**config.mk**
```make
export PLATFORM = sky130hd
export DESIGN_NAME = mem_loader
export DESIGN_NICKNAME = d
export VERILOG_FILES = /design/src/rtl/mem_loader.sv
export SDC_FILE = /design/constraint.sdc
export NUM_CORES = 1
export LEC_CHECK = 0
export BUFFER_PORTS_ARGS = -buffer_cell sky130_fd_sc_hd__buf_2
export CAP_MARGIN = 20
export CORE_MARGIN = 8
export CORE_UTILIZATION = 55
export CTS_CLUSTER_DIAMETER = 120
export CTS_CLUSTER_SIZE = 30
export DETAILED_ROUTE_END_ITERATION = 10
export GPL_TIMING_DRIVEN = 0
export PLACE_DENSITY = 0.8
export REMOVE_ABC_BUFFERS = 1
export SLEW_MARGIN = 20
export SYNTH_ARGS = -nofsm -noshare
export SYNTH_HDL_FRONTEND = slang
export SYNTH_SLANG_ARGS = --single-unit
```
**constraint.sdc**
```tcl
create_clock -name clk -period 2.6 [get_ports clk]
set_input_delay 0.78 -clock clk [delete_from_list [all_inputs] [get_ports clk]]
set_output_delay 0.78 -clock clk [all_outputs]
set_load 0.01 [all_outputs]
```
**src/rtl/mem_loader.sv**
```systemverilog
`default_nettype none
// ============================================================================
//  Module   : mem_loader
//  Purpose  : Packs a narrow valid/ready byte stream MSB-first into
//             DATA_WIDTH words and writes them to parameter memory
//             addresses 0..DEPTH-1 through a registered write port.
//  Options  : MEM_LOADER_CHECKSUM_EN - a trailing checksum word follows the
//             payload; err flags a mismatch with the sum of written words.
//  Revision : 1.0 - initial release
// ============================================================================
module mem_loader #(
    parameter int ADDR_WIDTH = 4,
    parameter int DATA_WIDTH = 16,
    parameter int DEPTH      = 9,
    parameter int IN_WIDTH   = 8
) (
    input  logic                  clk,
    input  logic                  rst_n,
    input  logic                  start,
    input  logic                  in_valid,
    input  logic [IN_WIDTH-1:0]   in_data,
    output logic                  in_ready,
    output logic                  write_en,
    output logic [ADDR_WIDTH-1:0] write_addr,
    output logic [DATA_WIDTH-1:0] write_data,
    output logic                  busy,
    output logic                  done,
    output logic                  err
);

    localparam int c_BEATS = DATA_WIDTH / IN_WIDTH;
    localparam int c_CNT_W = (c_BEATS > 1) ? $clog2(c_BEATS) : 1;

    localparam logic [2:0] c_ST_IDLE    = 3'd0;
    localparam logic [2:0] c_ST_COLLECT = 3'd1;
    localparam logic [2:0] c_ST_WRITE   = 3'd2;
    localparam logic [2:0] c_ST_DONE    = 3'd3;
`ifdef MEM_LOADER_CHECKSUM_EN
    localparam logic [2:0] c_ST_CHECK   = 3'd4;
`endif

    logic [2:0]            r_state;
    logic [2:0]            w_state_next;
    logic [ADDR_WIDTH-1:0] r_addr;
    logic [c_CNT_W-1:0]    r_beat_cnt;
    logic [DATA_WIDTH-1:0] r_word;
    logic [DATA_WIDTH-1:0] w_word_next;
    logic                  w_accept;
    logic                  w_last_beat;
    logic                  w_last_addr;
    logic                  w_start_load;

    logic                  r_in_ready;
    logic                  r_write_en;
    logic [ADDR_WIDTH-1:0] r_write_addr;
    logic [DATA_WIDTH-1:0] r_write_data;
    logic                  r_busy;
    logic                  r_done;

    assign in_ready   = r_in_ready;
    assign write_en   = r_write_en;
    assign write_addr = r_write_addr;
    assign write_data = r_write_data;
    assign busy       = r_busy;
    assign done       = r_done;

    // in_ready is a registered copy of "state accepts beats", so it is exact
    assign w_accept     = in_valid && r_in_ready;
    assign w_last_beat  = (r_beat_cnt == c_CNT_W'(c_BEATS - 1));
    assign w_last_addr  = (r_addr == ADDR_WIDTH'(DEPTH - 1));
    assign w_start_load = (r_state == c_ST_IDLE) && start;

    // First beat ends up in the MSBs after BEATS shifts
    generate
        if (c_BEATS > 1) begin : g_shift
            assign w_word_next = {r_word[DATA_WIDTH-IN_WIDTH-1:0], in_data};
        end else begin : g_pass
            assign w_word_next = in_data;
        end
    endgenerate

    // State register
    always_ff @(posedge clk or negedge rst_n) begin
        if (!rst_n) begin
            r_state <= c_ST_IDLE;
        end else begin
            r_state <= w_state_next;
        end
    end

    // Next-state decode; start is only honoured from IDLE
    always_comb begin
        w_state_next = r_state;
        case (r_state)
            c_ST_IDLE: begin
                if (start) w_state_next = c_ST_COLLECT;
            end
            c_ST_COLLECT: begin
                if (w_accept && w_last_beat) w_state_next = c_ST_WRITE;
            end
            c_ST_WRITE: begin
                if (w_last_addr) begin
`ifdef MEM_LOADER_CHECKSUM_EN
                    w_state_next = c_ST_CHECK;
`else
                    w_state_next = c_ST_DONE;
`endif
                end else begin
                    w_state_next = c_ST_COLLECT;
                end
            end
`ifdef MEM_LOADER_CHECKSUM_EN
            c_ST_CHECK: begin
                if (w_accept && w_last_beat) w_state_next = c_ST_DONE;
            end
`endif
            c_ST_DONE: begin
                w_state_next = c_ST_IDLE;
            end
            default: begin
                w_state_next = c_ST_IDLE;
            end
        endcase
    end

    // Status outputs registered from the next state so they line up with it
    always_ff @(posedge clk or negedge rst_n) begin
        if (!rst_n) begin
            r_in_ready <= 1'b0;
            r_busy     <= 1'b0;
            r_done     <= 1'b0;
            r_write_en <= 1'b0;
        end else begin
`ifdef MEM_LOADER_CHECKSUM_EN
            r_in_ready <= (w_state_next == c_ST_COLLECT) || (w_state_next == c_ST_CHECK);
`else
            r_in_ready <= (w_state_next == c_ST_COLLECT);
`endif
            r_busy     <= (w_state_next != c_ST_IDLE);
            r_done     <= (w_state_next == c_ST_DONE);
            r_write_en <= (w_state_next == c_ST_WRITE);
        end
    end

    // Beat packing and beat counter
    always_ff @(posedge clk or negedge rst_n) begin
        if (!rst_n) begin
            r_word     <= '0;
            r_beat_cnt <= '0;
        end else if (w_start_load) begin
            r_word     <= '0;
            r_beat_cnt <= '0;
        end else if (w_accept) begin
            r_word     <= w_word_next;
            r_beat_cnt <= w_last_beat ? '0 : r_beat_cnt + c_CNT_W'(1);
        end
    end

    // Address counter advances as each WRITE cycle retires
    always_ff @(posedge clk or negedge rst_n) begin
        if (!rst_n) begin
            r_addr <= '0;
        end else if (w_start_load) begin
            r_addr <= '0;
        end else if ((r_state == c_ST_WRITE) && !w_last_addr) begin
            r_addr <= r_addr + ADDR_WIDTH'(1);
        end
    end

    // Write port address/data: loaded on entry to WRITE, held otherwise
    always_ff @(posedge clk or negedge rst_n) begin
        if (!rst_n) begin
            r_write_addr <= '0;
            r_write_data <= '0;
        end else if ((r_state == c_ST_COLLECT) && w_accept && w_last_beat) begin
            r_write_addr <= r_addr;
            r_write_data <= w_word_next;
        end
    end

`ifdef MEM_LOADER_CHECKSUM_EN
    logic [DATA_WIDTH-1:0] r_sum;
    logic                  r_err;

    assign err = r_err;

    // Running mod-2^DATA_WIDTH sum of every word written this load
    always_ff @(posedge clk or negedge rst_n) begin
        if (!rst_n) begin
            r_sum <= '0;
        end else if (w_start_load) begin
            r_sum <= '0;
        end else if (r_state == c_ST_WRITE) begin
            r_sum <= r_sum + r_write_data;
        end
    end

    // Compare trailing checksum word on its last beat; sticky until next start
    always_ff @(posedge clk or negedge rst_n) begin
        if (!rst_n) begin
            r_err <= 1'b0;
        end else if (w_start_load) begin
            r_err <= 1'b0;
        end else if ((r_state == c_ST_CHECK) && w_accept && w_last_beat) begin
            r_err <= (w_word_next != r_sum);
        end
    end
`else
    assign err = 1'b0;
`endif

endmodule
`default_nettype wire

```
# Yosys cells after proc, flatten, opt, wreduce, memory -nomap -nowiden

Index checks and enable logic that the tools add are counted.

Add/subtract/negate cells: 2
Multiply operators: 0
Divide/modulo/power cells: 0
$lt $le $gt $ge: 0
Eq/ne operators: 6
Shifts and indexed selects: 0
Multiplexer cells: 11
Bitwise operators: 0
Reductions and logical operators: 11

Operators by type and width:

| operator              | number |
|---|---|
| $mux W8               | 2 |
| $eq A3 B2 Y1 const B  | 3 |
| $pmux W3 S3           | 1 |
| $mux W4               | 2 |
| $eq A3 B1 Y1 const B  | 2 |
| $logic_and A1 B1 Y1   | 6 |
| $mux W3               | 2 |
| $add A4 B1 Y4 const B | 1 |
| $eq A4 B4 Y1 const B  | 1 |
| $reduce_bool A2 Y1    | 2 |
| $logic_not A3 Y1      | 1 |
| $mux W1               | 3 |
| $reduce_bool A3 Y1    | 1 |
| $mux W2               | 1 |
| $add A1 B1 Y1 const B | 1 |
| $logic_not A1 Y1      | 1 |

Register bits after elaboration: 40
Latch bits: 0
Memory bits (writable): 0
ROM bits: 0
Bits of input ports: 12
Output and inout bits: 25
Logic and storage cells: 40
Memories: 0

# Longest topological paths before layout

Gate-level depths: netlist (run 1).

Word-level depth: 5
Gate-level depth with buffers: 5
Depth with buffers taken out: 5

# Worst setup path after synthesis (run 1)

OpenSTA, ideal clock, no wires.

Path type: input -> register
Start: input port in_valid
End: register r_write_addr[3], in the netlist write_addr[3]
Library setup time: 125 ps
Data arrival time: 1,737 ps
Data required time: 2,475 ps
Setup slack: 737 ps
Stages: 4
Path buffers: 1
Cell sequence: nand2_2 nor4_4 buf_6 mux2_4

Longest elaborated chain between the ends: 3

Ends and longest elaborated chain:

| what                              | line | text |
|---|---|---|
| from (decl)                       | 20   | `input logic in_valid,` |
| $logic_and A1 B1 Y1               | 68   | `assign w_accept = in_valid && r_in_ready;` |
| $logic_and A1 B1 Y1 (2 in series) | 175  | `end else if ((r_state == c_ST_COLLECT) && w_accept && w_last_beat) begin` |
| to (signal assigned)              | 176  | `r_write_addr <= r_addr;` |
| to (decl)                         | 55   | `logic [ADDR_WIDTH-1:0] r_write_addr;` |

No other way between the ends.
A chain may end at the register's enable or synchronous reset.

# Final worst setup path (run 1)

Start: input port in_valid
End: register r_write_data[1], in the netlist write_data[1]

Longest elaborated chain between the ends: 3

Ends and longest elaborated chain:

| what                              | line | text |
|---|---|---|
| $logic_and A1 B1 Y1               | 68   |  |
| $logic_and A1 B1 Y1 (2 in series) | 175  |  |
| to (signal assigned)              | 177  | `r_write_data <= w_word_next;` |
| to (decl)                         | 56   | `logic [DATA_WIDTH-1:0] r_write_data;` |

No other way between the ends.

==> results.py, run 1 <==
metrics = {
    "setup_path": {
        "endpoint_kind": "register",
        "crit_buf_inv": 3,
        "critPathArrivalTime_ns": 2.37,
        "critPathMaxFanout": 10,
        "critical_path_class": "in -> reg",
        "required_ns": 2.84,
        "critPathSlowestCell": "nor4_4",
        "cp_top_family": "simple AND/OR/NAND/NOR gates",
        "critPathMaxStageDelay_ns": 0.56,
        "cp-start-kind": "input port",
        "crit_top_cell": "buf_6",
        "crit_chain": "buf_2, nand2_2, nor4_4, buf_6, buf_6, mux2_2",
    },
    "sta": {
        "rsz0062_at_grt": "no",
        "setup_viol": 0,
        "slew_headroom": 0.428,
        "clock_skew_ns": 0.00807,
        "fmax_ghz": 0.472,
        "fin_crit_sh": 0.816,
        "worstMarginPinSlew_ns": 0.858,
        "period_minus_slack_ns": 2.12,
        "hold_viol": 0,
        "finalMaxSlewViolations": 0,
    },
    "pwr": {
        "switching_share": 0.276,
        "p_per_area_nw_per_um2": 656,
        "p_comb_frac": 0.192,
        "seq_power_share": 0.584,
        "p_int_mw": 0.936,
        "p_switching_mw": 0.356,
        "leakage_nw": 0.996,
        "clkPwrFrac": 0.224,
        "vdd_drop_max_uv": 326,
    },
    "synthesis": {
        "synth-seq-area-share": 0.579,
        "synth_xor_xnor_area_share": 0.00507,
        "yosys_most_used_dff": "dfrtp_1",
        "yosysUniqueCellTypes": 31,
        "avgSynthCellArea_um2": 13.3,
        "synth.ff_latch_count": 40,
        "yosys.area_share.simple": 0.115,
        "yosysWarnings": 0,
        "synth_compound_area_frac": 0.0673,
        "syn_area_um2": 1730,
        "synth_edf_count": 0,
        "synthesis.instances": 130,
        "synthMuxAreaShare": 0.175,
        "synth_top_family_by_area": "multiplexers",
        "async_reset_ff_frac": 1.00,
        "synth_fa_ha_area_frac": 0.0145,
    },
    "floorplan": {
        "die_h_um": 72.1,
        "num_io_pins": 37,
        "die_width_um": 72.1,
        "fp.dieArea_um2": 5190,
        "start_util": 0.571,
        "core_um2": 3030,
        "num_rows": 20,
    },
    "clock_network": {
        "post_cts_buffers": 0,
        "cts_tree": "yes",
        "cts.clk_slew.worst_paths_ns": 0.11,
        "numCtsBuffers": 5,
        "h-tree-depth": 2,
        "cts_buffer_depth": 2,
        "clock-root-buffer": "clkbuf_4",
        "clock_sinks": 40,
        "cts_hold_buf": 0,
        "insertion_delay_ns": 0.35,
        "cts_resized": 0,
    },
    "grt": {
        "grt_first_pass_wirelength_um": 5400,
        "overflow": 0,
        "globalRoute.busiestLayer": "met2",
        "grt_usage": 0.135,
        "grt_max_degree": 41,
        "use_met2": 0.219,
        "grt_pass1_vias": 1136,
        "met1_usage": 0.151,
        "antenna_found_initial": 0,
        "grtUsageMet3": 0.0523,
    },
    "detailed_routing": {
        "antenna_left": 0,
        "drtIter0Drc": 68,
        "detail_route.wl_per_cell_um": 15.2,
        "viasPerCell": 5.13,
        "drtPass1Iterations": 4,
        "drc": 0,
        "vias": 1088,
        "wl_um": 3220,
    },
    "final_layout": {
        "fillers": 233,
        "area_growth_pct": 14.0,
        "stdcell_count": 212,
        "n_antenna_cell": 0,
        "fin_util": 0.651,
        "fin_nets": 182,
        "drive_gt1_frac": 0.405,
    },
    "placed_design": {
        "numPlacedInstances": 205,
        "portBuffers": 35,
        "dp_hpwl_um": 2370,
        "gp_congestion": 0.725,
    },
    "outcome": {
        "status": "completed",
    },
    "flow_run": {
        "drv_cap": 0,
    },
    "hold_path": {
        "worstHoldPathType": "reg -> reg",
    },
}
## power by group through the flow
stage | Combinational, mW | Sequential, mW | Clock [mW]
final | 0.248 | 0.755 | 0.289
after global routing | 0.272 | 0.766 | 0.330
after CTS | 0.255 | 0.756 | 0.307
after detailed placement | 0.254 | 0.768 | 0
after global placement | 0.246 | 0.762 | 0
after floorplan | 0.120 | 0.789 | 0
## per-layer routing
layer | up-vias | part of all wire
met1 | 540 | 0.40
met4 | 0 | 0.018
li1 | 521 | -
met2 | 20 | 0.53
met5 | - | 0
met3 | 7 | 0.055
## cells in the mapped netlist, types with 2 or more instances
library cell	instances	area (um^2)
a21oi_1	10	50.1
buf_6	4	45.0
dfrtp_1	40	1000
ha_1	2	25.0
inv_1	3	11.3
mux2_2	2	22.5
mux2_4	18	270
nand2_1	18	67.6
nand2_2	2	12.5
nand3_1	2	10.0
nor2_1	4	15.0
o211ai_1	3	22.5
o31ai_1	4	30.0
## cell usage in the layout (no fill, tap or decap), types with 2 or more instances in the layout
cell type and n:
inv_1 3, o31ai_1 4, nand2_1 18, conb_1 2
dfrtp_1 40, nand3_1 2, o211ai_1 3, ha_1 2
mux2_2 2, a21oi_1 10, mux2_4 18, buf_6 2
nand2_2 2, nor2_1 4, buf_2 35, clkbuf_4 5
## cells by family (layout without fill, tap and decap cells)
logic type | count (synthesis) | in the layout
adder cells (fa/ha/maj) | 2 | 2
AO/OA/AOI/OAI | 19 | 19
multiplexers | 21 | 21
flip-flops | 40 | 40
AND/OR/NAND/NOR | 36 | 36
XOR/XNOR | 1 | 1
buffers and inverters | 10 | 47
other | 1 | 2
## area by class of cell
class / instances / area (um^2) / share of cell area
clock buffers: 6 / 41.3 / 0.0210
clock inverters: 1 / 5.00 / 0.00254
inverters: 3 / 11.3 / 0.00571
multi-input cells: 81 / 659 / 0.335
flip-flops and latches: 40 / 1000 / 0.508
well taps: 44 / 55.1 / 0.0279
repair buffers: 37 / 198 / 0.100
## worst paths after layout
| check | cells after the start | slack (ns) | start | end |
|---|---|---|---|---|
| min reg2reg | 1 | 0.52 | write_data[14] | write_data[14] |
| max in group asynchronous | 1 | 1.52 | rst_n | write_addr[2] |
| max reg2reg | 4 | 0.60 | r_state[2] | write_data[1] |
| max | 6 | 0.48 | in_valid | write_data[1] |
| min | 1 | 0.52 | write_data[14] | write_data[14] |
| min in group asynchronous | 1 | 0.53 | rst_n | r_beat_cnt |
## per-stage QoR
stage          total power [mW]  hold slack (ns)  area [um^2]  TNS, ns  setup slack, ns
2_1_floorplan             0.909            0.474         1670        0           0.0370
3_3_place_gp               1.01            0.485         1900    -6.78           -0.403
3_5_place_dp               1.02            0.489         1920        0           0.0697
4_1_cts                    1.32            0.521         1970        0            0.458
5_1_grt                    1.37            0.532         1970        0            0.404
6_report                   1.29            0.516         1970        0            0.479
## state kept, by name, indices dropped and copies added (netlist names)
register,flops
r_addr,4
write_addr,4
r_beat_cnt,1
in_ready,1
done,1
write_en,1
r_word,8
write_data,16
busy,1
r_state,3
Note: power is estimated with default switching activity, not from simulation.
==> run 2: changes to the inputs <==
ABC_AREA = 1   (was not set)
CORE_UTILIZATION = 48   (was 55)
PLACE_DENSITY = 0.74   (was 0.8)
clock period = 1.9 ns   (was 2.6 ns; I/O delays follow)
==> run 2 against run 1 <==
  * Cell area grew 5.3%
  * Clock power grew 130%
  * Hold slack lost 0.12 ns
  * Power grew 64%
==> results.py, run 2 <==
metrics = {
    "floorplan": {
        "start_util": 0.492,
        "die_h_um": 77.0,
        "fp.dieArea_um2": 5930,
        "core_um2": 3630,
        "num_rows": 22,
        "die_width_um": 77.0,
        "num_io_pins": 37,
    },
    "detailed_routing": {
        "viasPerCell": 4.61,
        "detail_route.wl_per_cell_um": 11.4,
        "vias": 1258,
        "drtIter0Drc": 107,
        "drc": 0,
        "wl_um": 3120,
        "antenna_left": 0,
        "drtPass1Iterations": 4,
    },
    "final_layout": {
        "fin_nets": 238,
        "stdcell_count": 273,
        "largest_register_ff_count": 16,
        "final_cell_mix": "nand2_1, dfrtp_1, buf_2",
        "n_antenna_cell": 0,
        "postLayoutCellArea_um2": 2080,
        "final_common_cell": "nand2_1",
        "area_growth_pct": 16.2,
        "fin_util": 0.571,
        "drive_gt1_frac": 0.293,
    },
    "grt": {
        "grtUsageMet3": 0.0466,
        "met1_usage": 0.131,
        "grt_first_pass_wirelength_um": 5490,
        "overflow": 0,
        "grt_usage": 0.112,
        "grt_pass1_vias": 1219,
        "antenna_found_initial": 0,
        "globalRoute.busiestLayer": "met2",
        "use_met2": 0.173,
        "grt_max_degree": 41,
    },
    "clock_network": {
        "post_cts_buffers": 0,
        "cts_resized": 0,
        "h-tree-depth": 2,
        "cts_tree": "yes",
        "cts.clk_slew.worst_paths_ns": 0.07,
        "insertion_delay_ns": 0.29,
        "numCtsBuffers": 5,
        "cts_hold_buf": 0,
        "cts_buffer_depth": 2,
        "clock-root-buffer": "clkbuf_8",
        "clock_sinks": 40,
    },
    "placed_design": {
        "dp_hpwl_um": 2170,
        "pre_cts_slack_ns": 0.117,
        "dpl_cell_area_um2": 1970,
        "portBuffers": 35,
        "gp_congestion": 0.797,
        "numPlacedInstances": 265,
    },
    "synthesis": {
        "syn_area_um2": 1790,
        "synth_edf_count": 0,
        "synth_top_family_by_area": "simple AND/OR/NAND/NOR gates",
        "async_reset_ff_frac": 1.00,
        "yosysTopAreaCell": "dfrtp_1",
        "synth_fa_ha_area_frac": 0.0140,
        "yosys.area_share.simple": 0.247,
        "yosysWarnings": 0,
        "avgSynthCellArea_um2": 9.55,
        "yosysUniqueCellTypes": 22,
        "yosys_most_used_dff": "dfrtp_1",
        "synth_most_common_cell": "nand2_1",
        "synth.ff_latch_count": 40,
        "synth-seq-area-share": 0.560,
        "synth_common_cells": "nand2_1, dfrtp_1, inv_1",
        "synth_compound_area_frac": 0.0868,
        "ys_top_cells_by_area": "dfrtp_1, nand2_1, o21ai_2",
        "synth_xor_xnor_area_share": 0.00490,
        "synth_top_area_share": 0.560,
        "synthMuxAreaShare": 0,
        "synthesis.instances": 187,
    },
    "pwr": {
        "p_per_area_nw_per_um2": 1020,
        "vdd_drop_max_uv": 466,
        "leakage_nw": 1.21,
        "p_total_mw": 2.12,
    },
    "setup_path": {
        "endpoint_kind": "register",
        "critical_path_class": "reg -> reg",
        "cp-start-kind": "register",
        "critPathSlowestCell": "dfrtp_1",
        "critPathMaxStageDelay_ns": 0.40,
        "required_ns": 2.07,
        "critPathMaxFanout": 33,
        "critPathArrivalTime_ns": 1.66,
        "crit_chain": "nand2_4, nor2_8, nand3_4, nand2_1, nor2_1",
    },
    "hold_path": {
        "worstHoldPathType": "in -> async",
    },
    "sta": {
        "rsz0062_at_grt": "no",
        "hold_viol": 0,
        "worstMarginPinSlew_ns": 0.874,
        "period_minus_slack_ns": 1.48,
        "slew_headroom": 0.418,
        "fmax_ghz": 0.673,
        "fin_tns_setup_ns": 0,
        "worst_slack_ns": 0.415,
        "clock_skew_ns": 0.00559,
        "holdWs_ns": 0.397,
        "fin_crit_sh": 0.782,
        "finalMaxSlewViolations": 0,
        "setup_viol": 0,
    },
    "flow_run": {
        "drv_cap": 0,
    },
    "outcome": {
        "status": "completed",
    },
}
-- run 2: power by group --
| part | switching, mW | internal [mW] | leakage [nW] |
|---|---|---|---|
| Clock | 0.280 | 0.390 | 0.0552 |
| Sequential | 0.0688 | 0.982 | 0.537 |
| Combinational | 0.236 | 0.159 | 0.616 |
-- run 2: critical path: cells and delay by family, from the launching register on --
family / cells / cell delay, ns
AND/OR/NAND/NOR: 5 / 0.97
flip-flops: 1 / 0.40
-- run 2: routing by layer --
| metal | wire [um] | vias to the layer above | part of all wire |
|---|---|---|---|
| li1 | - | 645 | - |
| met1 | 1410 | 578 | 0.45 |
| met2 | 1460 | 33 | 0.47 |
| met3 | 231 | 2 | 0.074 |
| met4 | 14 | 0 | 0.0045 |
| met5 | 0 | - | 0 |
-- run 2: area by class of cell --
type                    instances  area (um^2)
repair buffers                 35          175
clock inverters                 2         35.0
inverters                      25         93.8
multi-input cells             117          638
well taps                      48         60.1
fillers                       342         1560
clock buffers                   6         72.6
flip-flops and latches         40         1000
-- run 2: path summary, 6_finish.rpt --
kind | cells past startpoint | endpoint | from | slack, ns
max | 5 | in_ready | in_ready | 0.42
min | 1 | write_data[14] | rst_n | 0.40
max reg2reg | 5 | in_ready | in_ready | 0.42
min reg2reg | 2 | write_data[14] | write_data[14] | 0.47
max in group asynchronous | 1 | r_beat_cnt | rst_n | 0.95
min in group clk | 2 | write_data[14] | write_data[14] | 0.47
-- run 2: cell families (layout without fill, tap and decap cells) --
| logic type | after synthesis | after routing |
|---|---|---|
| and+or+nand+nor | 91 | 91 |
| buffers and inverters | 31 | 68 |
| DFF | 40 | 40 |
| xor gates and xnor gates | 1 | 1 |
| AOI/OAI and AO/OA | 21 | 21 |
| other | 1 | 2 |
| adders and majority gates | 2 | 2 |
